File: src/rtl/cpu_pipe_pkg.sv
// cpu_pipe_pkg: shared constants and helpers for CPU inter-stage pipeline registers.
package cpu_pipe_pkg;
  localparam logic [31:0] NOP_INSTR = 32'h0000_0013;
  localparam int IFID_W  = 64;
  localparam int IDEX_W  = 118;
  localparam int EXMEM_W = 73;
  localparam int MEMWB_W = 71;
  function automatic int cnt_w(input int depth);
    return $clog2(depth + 1);
  endfunction
endpackage

File: src/rtl/pipe_wrap_ptr.sv
// pipe_wrap_ptr: ring pointer with increment, clear and explicit wrap at DEPTH-1.
module pipe_wrap_ptr #(
  parameter int DEPTH = 2,
  parameter int AW    = DEPTH > 1 ? $clog2(DEPTH) : 1
) (
  input  logic          clk_i,
  input  logic          rst_i,
  input  logic          clr,
  input  logic          inc,
  output logic [AW-1:0] ptr
);
  always_ff @(posedge clk_i or negedge rst_i)
    if (!rst_i) ptr <= '0;
    else if (clr) ptr <= '0;
    else if (inc) ptr <= (ptr == AW'(DEPTH - 1)) ? '0 : ptr + 1'b1;
endmodule

File: src/rtl/elastic_pipe_reg.sv
// elastic_pipe_reg: DEPTH-entry valid/ready pipeline register with flush, PC field and occupancy.
module elastic_pipe_reg
  import cpu_pipe_pkg::*;
#(
  parameter int               WIDTH  = 32,
  parameter int               PC_W   = 32,
  parameter int               DEPTH  = 2,
  parameter logic [WIDTH-1:0] BUBBLE = '0,
  localparam int              PW     = PC_W > 0 ? PC_W : 1,
  localparam int              AW     = DEPTH > 1 ? $clog2(DEPTH) : 1,
  localparam int              CW     = cnt_w(DEPTH)
) (
  input  logic             clk_i,
  input  logic             rst_i,
  input  logic             start_i,
  input  logic             in_valid_i,
  output logic             in_ready_o,
  input  logic [PW-1:0]    pc_i,
  input  logic [WIDTH-1:0] data_i,
  output logic             out_valid_o,
  input  logic             out_ready_i,
  input  logic             stall_i,
  input  logic             flush_i,
  output logic [PW-1:0]    pc_o,
  output logic [WIDTH-1:0] data_o,
  output logic [CW-1:0]    count_o
);
  logic [CW-1:0]    count;
  logic [AW-1:0]    rd_ptr, wr_ptr;
  logic [WIDTH-1:0] data_mem [DEPTH];
  logic [PW-1:0]    pc_mem   [DEPTH];
  logic             push, pop, clr;
  assign in_ready_o  = count != CW'(DEPTH);
  assign out_valid_o = count != '0;
  assign clr         = start_i & flush_i;
  assign push        = start_i & in_valid_i & in_ready_o & ~flush_i;
  assign pop         = start_i & out_valid_o & out_ready_i & ~stall_i & ~flush_i;
  assign count_o     = count;
  assign data_o      = out_valid_o ? data_mem[rd_ptr] : BUBBLE;
  assign pc_o        = (out_valid_o && PC_W > 0) ? pc_mem[rd_ptr] : '0;
  always_ff @(posedge clk_i or negedge rst_i)
    if (!rst_i) count <= '0;
    else if (clr) count <= '0;
    else count <= count + CW'(push) - CW'(pop);
  // storage needs no reset: only entries below count are ever observed
  always_ff @(posedge clk_i)
    if (push) begin
      data_mem[wr_ptr] <= data_i;
      pc_mem[wr_ptr]   <= pc_i;
    end
  pipe_wrap_ptr #(.DEPTH(DEPTH), .AW(AW)) u_wr (
    .clk_i(clk_i), .rst_i(rst_i), .clr(clr), .inc(push), .ptr(wr_ptr)
  );
  pipe_wrap_ptr #(.DEPTH(DEPTH), .AW(AW)) u_rd (
    .clk_i(clk_i), .rst_i(rst_i), .clr(clr), .inc(pop), .ptr(rd_ptr)
  );
endmodule

File: config.mk
export PLATFORM = sky130hd
export DESIGN_NAME = elastic_pipe_reg
export DESIGN_NICKNAME = d
export VERILOG_FILES = /design/src/rtl/cpu_pipe_pkg.sv /design/src/rtl/pipe_wrap_ptr.sv /design/src/rtl/elastic_pipe_reg.sv
export SDC_FILE = /design/constraint.sdc
export NUM_CORES = 1
export LEC_CHECK = 0
export BUFFER_PORTS_ARGS = -buffer_cell sky130_fd_sc_hd__buf_4
export CAP_MARGIN = 20
export CORE_UTILIZATION = 40
export CTS_CLUSTER_SIZE = 14
export DETAILED_ROUTE_END_ITERATION = 10
export PLACE_DENSITY_LB_ADDON = 0.3
export SKIP_CTS_REPAIR_TIMING = 1
export SYNTH_ARGS = -nofsm -noshare
export SYNTH_HDL_FRONTEND = slang
export SYNTH_SLANG_ARGS = --single-unit
File: constraint.sdc
create_clock -name clk_i -period 5.05 [get_ports clk_i]
set_input_delay 0.505 -clock clk_i [delete_from_list [all_inputs] [get_ports clk_i]]
set_output_delay 0.505 -clock clk_i [all_outputs]
set_load 0.005 [all_outputs]
==> impl_metrics.json <==
{
  "io_pins": 139,
  "worst_pin_slew_ps": 886,
  "wl_per_cell_um": 14.7,
  "fmax_mhz": 360,
  "grt_pass1_vias": 2855,
  "finalHoldViolations": 0,
  "synth_top_family_by_area": "multiplexers",
  "clk_root_buffer_cell": "clkbuf_16",
  "gp_congestion": 0.706,
  "antenna_cells": 0,
  "htreeDepth": 4,
  "core_um2": 12600,
  "initial_core_util_pct": 40.9,
  "fin_tns_setup_ps": 0,
  "total_power_mw": 3.38,
  "peakVddDrop_uv": 370,
  "grt.busiest_layer": "met2",
  "endpoint": "pc_o[4]",
  "drv_slew": 0,
  "die_width_um": 115,
  "cellPowerDensity_nw_per_um2": 496,
  "seq_area_frac_synth_pct": 76.8,
  "path_max_fanout": 37,
  "synth_nets": 371,
  "startpoint": "count_o[1]",
  "crit_type": "flip-flop to output port",
  "cp.arrival_ps": 2270,
  "yosys_warnings": 0,
  "leakage_nw": 2.61,
  "area_growth_syn_to_layout_pct": 32.9,
  "muxShareOfSynthArea_pct": 12.7,
  "use_met3_pct": 4.74,
  "r2r.worst_path.cells": 4,
  "fin_nets": 518,
  "clock-sinks": 132,
  "clk_pin_slew_worst_paths_ps": 60,
  "avgViaCountPerCell": 4.53,
  "numCtsBuffers": 17,
  "crit_required_ps": 4550,
  "overflow": 0,
  "dieArea_um2": 13300,
  "vias": 2847,
  "port_buffers": 138,
  "wl_mm": 9.27,
  "row_count": 41,
  "grt_util_met1_pct": 17.7,
  "syn_inst": 298,
  "first_pass_iters": 4,
  "final_cell_mix": "buf_4 (141), edfxtp_1 (128), mux2i_1 (65)",
  "drive_above_1_share_pct": 38.1,
  "grt_use_total_pct": 14.5,
  "drc": 0,
  "drv_cap": 0,
  "antenna_found_initial": 0,
  "synth-compound-area-share_pct": 0.292,
  "hpwl_mm": 5.91,
  "period_minus_slack_ps": 2770,
  "finalSetupViolCount": 0,
  "synth-simple-area-share_pct": 5.97,
  "end_kind": "output port",
  "grt_start_max_net_pins": 67,
  "cts_tree": "done",
  "synth.distinct_cells": 21,
  "r2r_setup_slack_ps": 2490,
  "clk_latency_ps": 400,
  "status": "finished clean",
  "netlist_area_um2": 5140,
  "drt_iter0_markers": 102,
  "synth_xor_area_share_pct": 0.341,
  "met2_usage_pct": 23.2,
  "skew_ps": 8.07,
  "rsz0062_at_grt": "false",
  "fp.dieH_um": 115,
  "synth_area_per_cell_um2": 17.2,
  "slew_headroom_pct": 40.8,
  "rr_endpoint": "data_mem[1][26]",
  "holdCritPathClass": "input pin to flip-flop",
  "worstReg2RegStart": "count_o[0]",
  "period_share_pct": 54.9,
  "grt_pass1_wl_mm": 14.1,
  "start_kind": "flip-flop",
  "cts_max_path_buffers": 2,
  "postRouteAntennaNets": 0,
  "ys_seq_elements": 132,
  "final_common_cell": "buf_4",
  "synth_fa_ha_area_share_pct": 0.487
}
synth_stat cells, drive strengths merged:
cell type	instances	share of area [%]
o22a	1	0.17
buf	15	3.2
nand2b	1	0.12
and2	2	0.24
nand2	3	0.22
nor2b	1	0.12
and4	1	0.22
dfrtp	4	1.9
ha	2	0.49
nor2	67	4.9
inv	4	0.29
xnor2	2	0.34
edfxtp	128	75
a31oi	1	0.12
mux2i	65	13
nand3	1	0.097
worst max-delay path, cell delays in order, from the launching register on:
cell and delay (ps):
dfrtp_1 450, nor2_4 630, buf_4 480, nor2_1 130, buf_4 160
worst min path at each step:
stage	start	cells after the start	slack (ps)	to
2_1_floorplan	rst_i	0	210	count_o[0]
3_3_place_gp	rst_i	1	310	count_o[0]
3_5_place_dp	rst_i	1	310	count_o[0]
4_1_cts	rst_i	1	-130	count_o[0]
5_1_grt	data_i[6]	1	270	data_mem[1][6]
6_report	data_i[4]	1	290	data_mem[1][4]
cell families after synthesis:
group           after synthesis
simple gates                 76
compound gates                2
mux                          65
flops                       132
xor+xnor                      2
buf+inv                      19
fa+ha+maj                     2
per-layer routing:
layer	wire length (µm)	vias to the layer above
li1	-	1389
met1	4010	1358
met2	4530	90
met3	601	10
met4	122	0
met5	0	-
registers in the layout (all words and copies together), names as in the netlist:
signal and count:
pc_mem 64, u_wr.ptr 1, count_o 2, u_rd.ptr 1, data_mem 64
cell type report:
class                   count  area, µm²
multi-input cells         147       1030
fillers                  1042       5740
well taps                 172        215
flip-flops and latches    132       3950
repair buffers            143       1090
inverters                   4       15.0
clock inverters            10       86.3
clock buffers              21        440
metrics by stage:
stage	area [µm²]	std cells	setup WS (ps)	util (%)	hold slack, ps
finish	6830	629	2280	54.3	293
global route	6830	629	2100	54.3	272
CTS	6800	627	2200	54.1	-127
detailed placement	6270	596	2220	49.9	305
global placement	6270	596	2290	49.9	305
floorplan	5140	298	1050	-	209
power breakdown:
| part | switching (mW) | leakage [nW] | internal [mW] | total, mW |
|---|---|---|---|---|
| Clock | 0.405 | 0.254 | 0.669 | 1.07 |
| Combinational | 0.446 | 1.15 | 0.511 | 0.958 |
| Sequential | 0.0779 | 1.21 | 1.27 | 1.35 |
(Power assumes the default switching activity.)
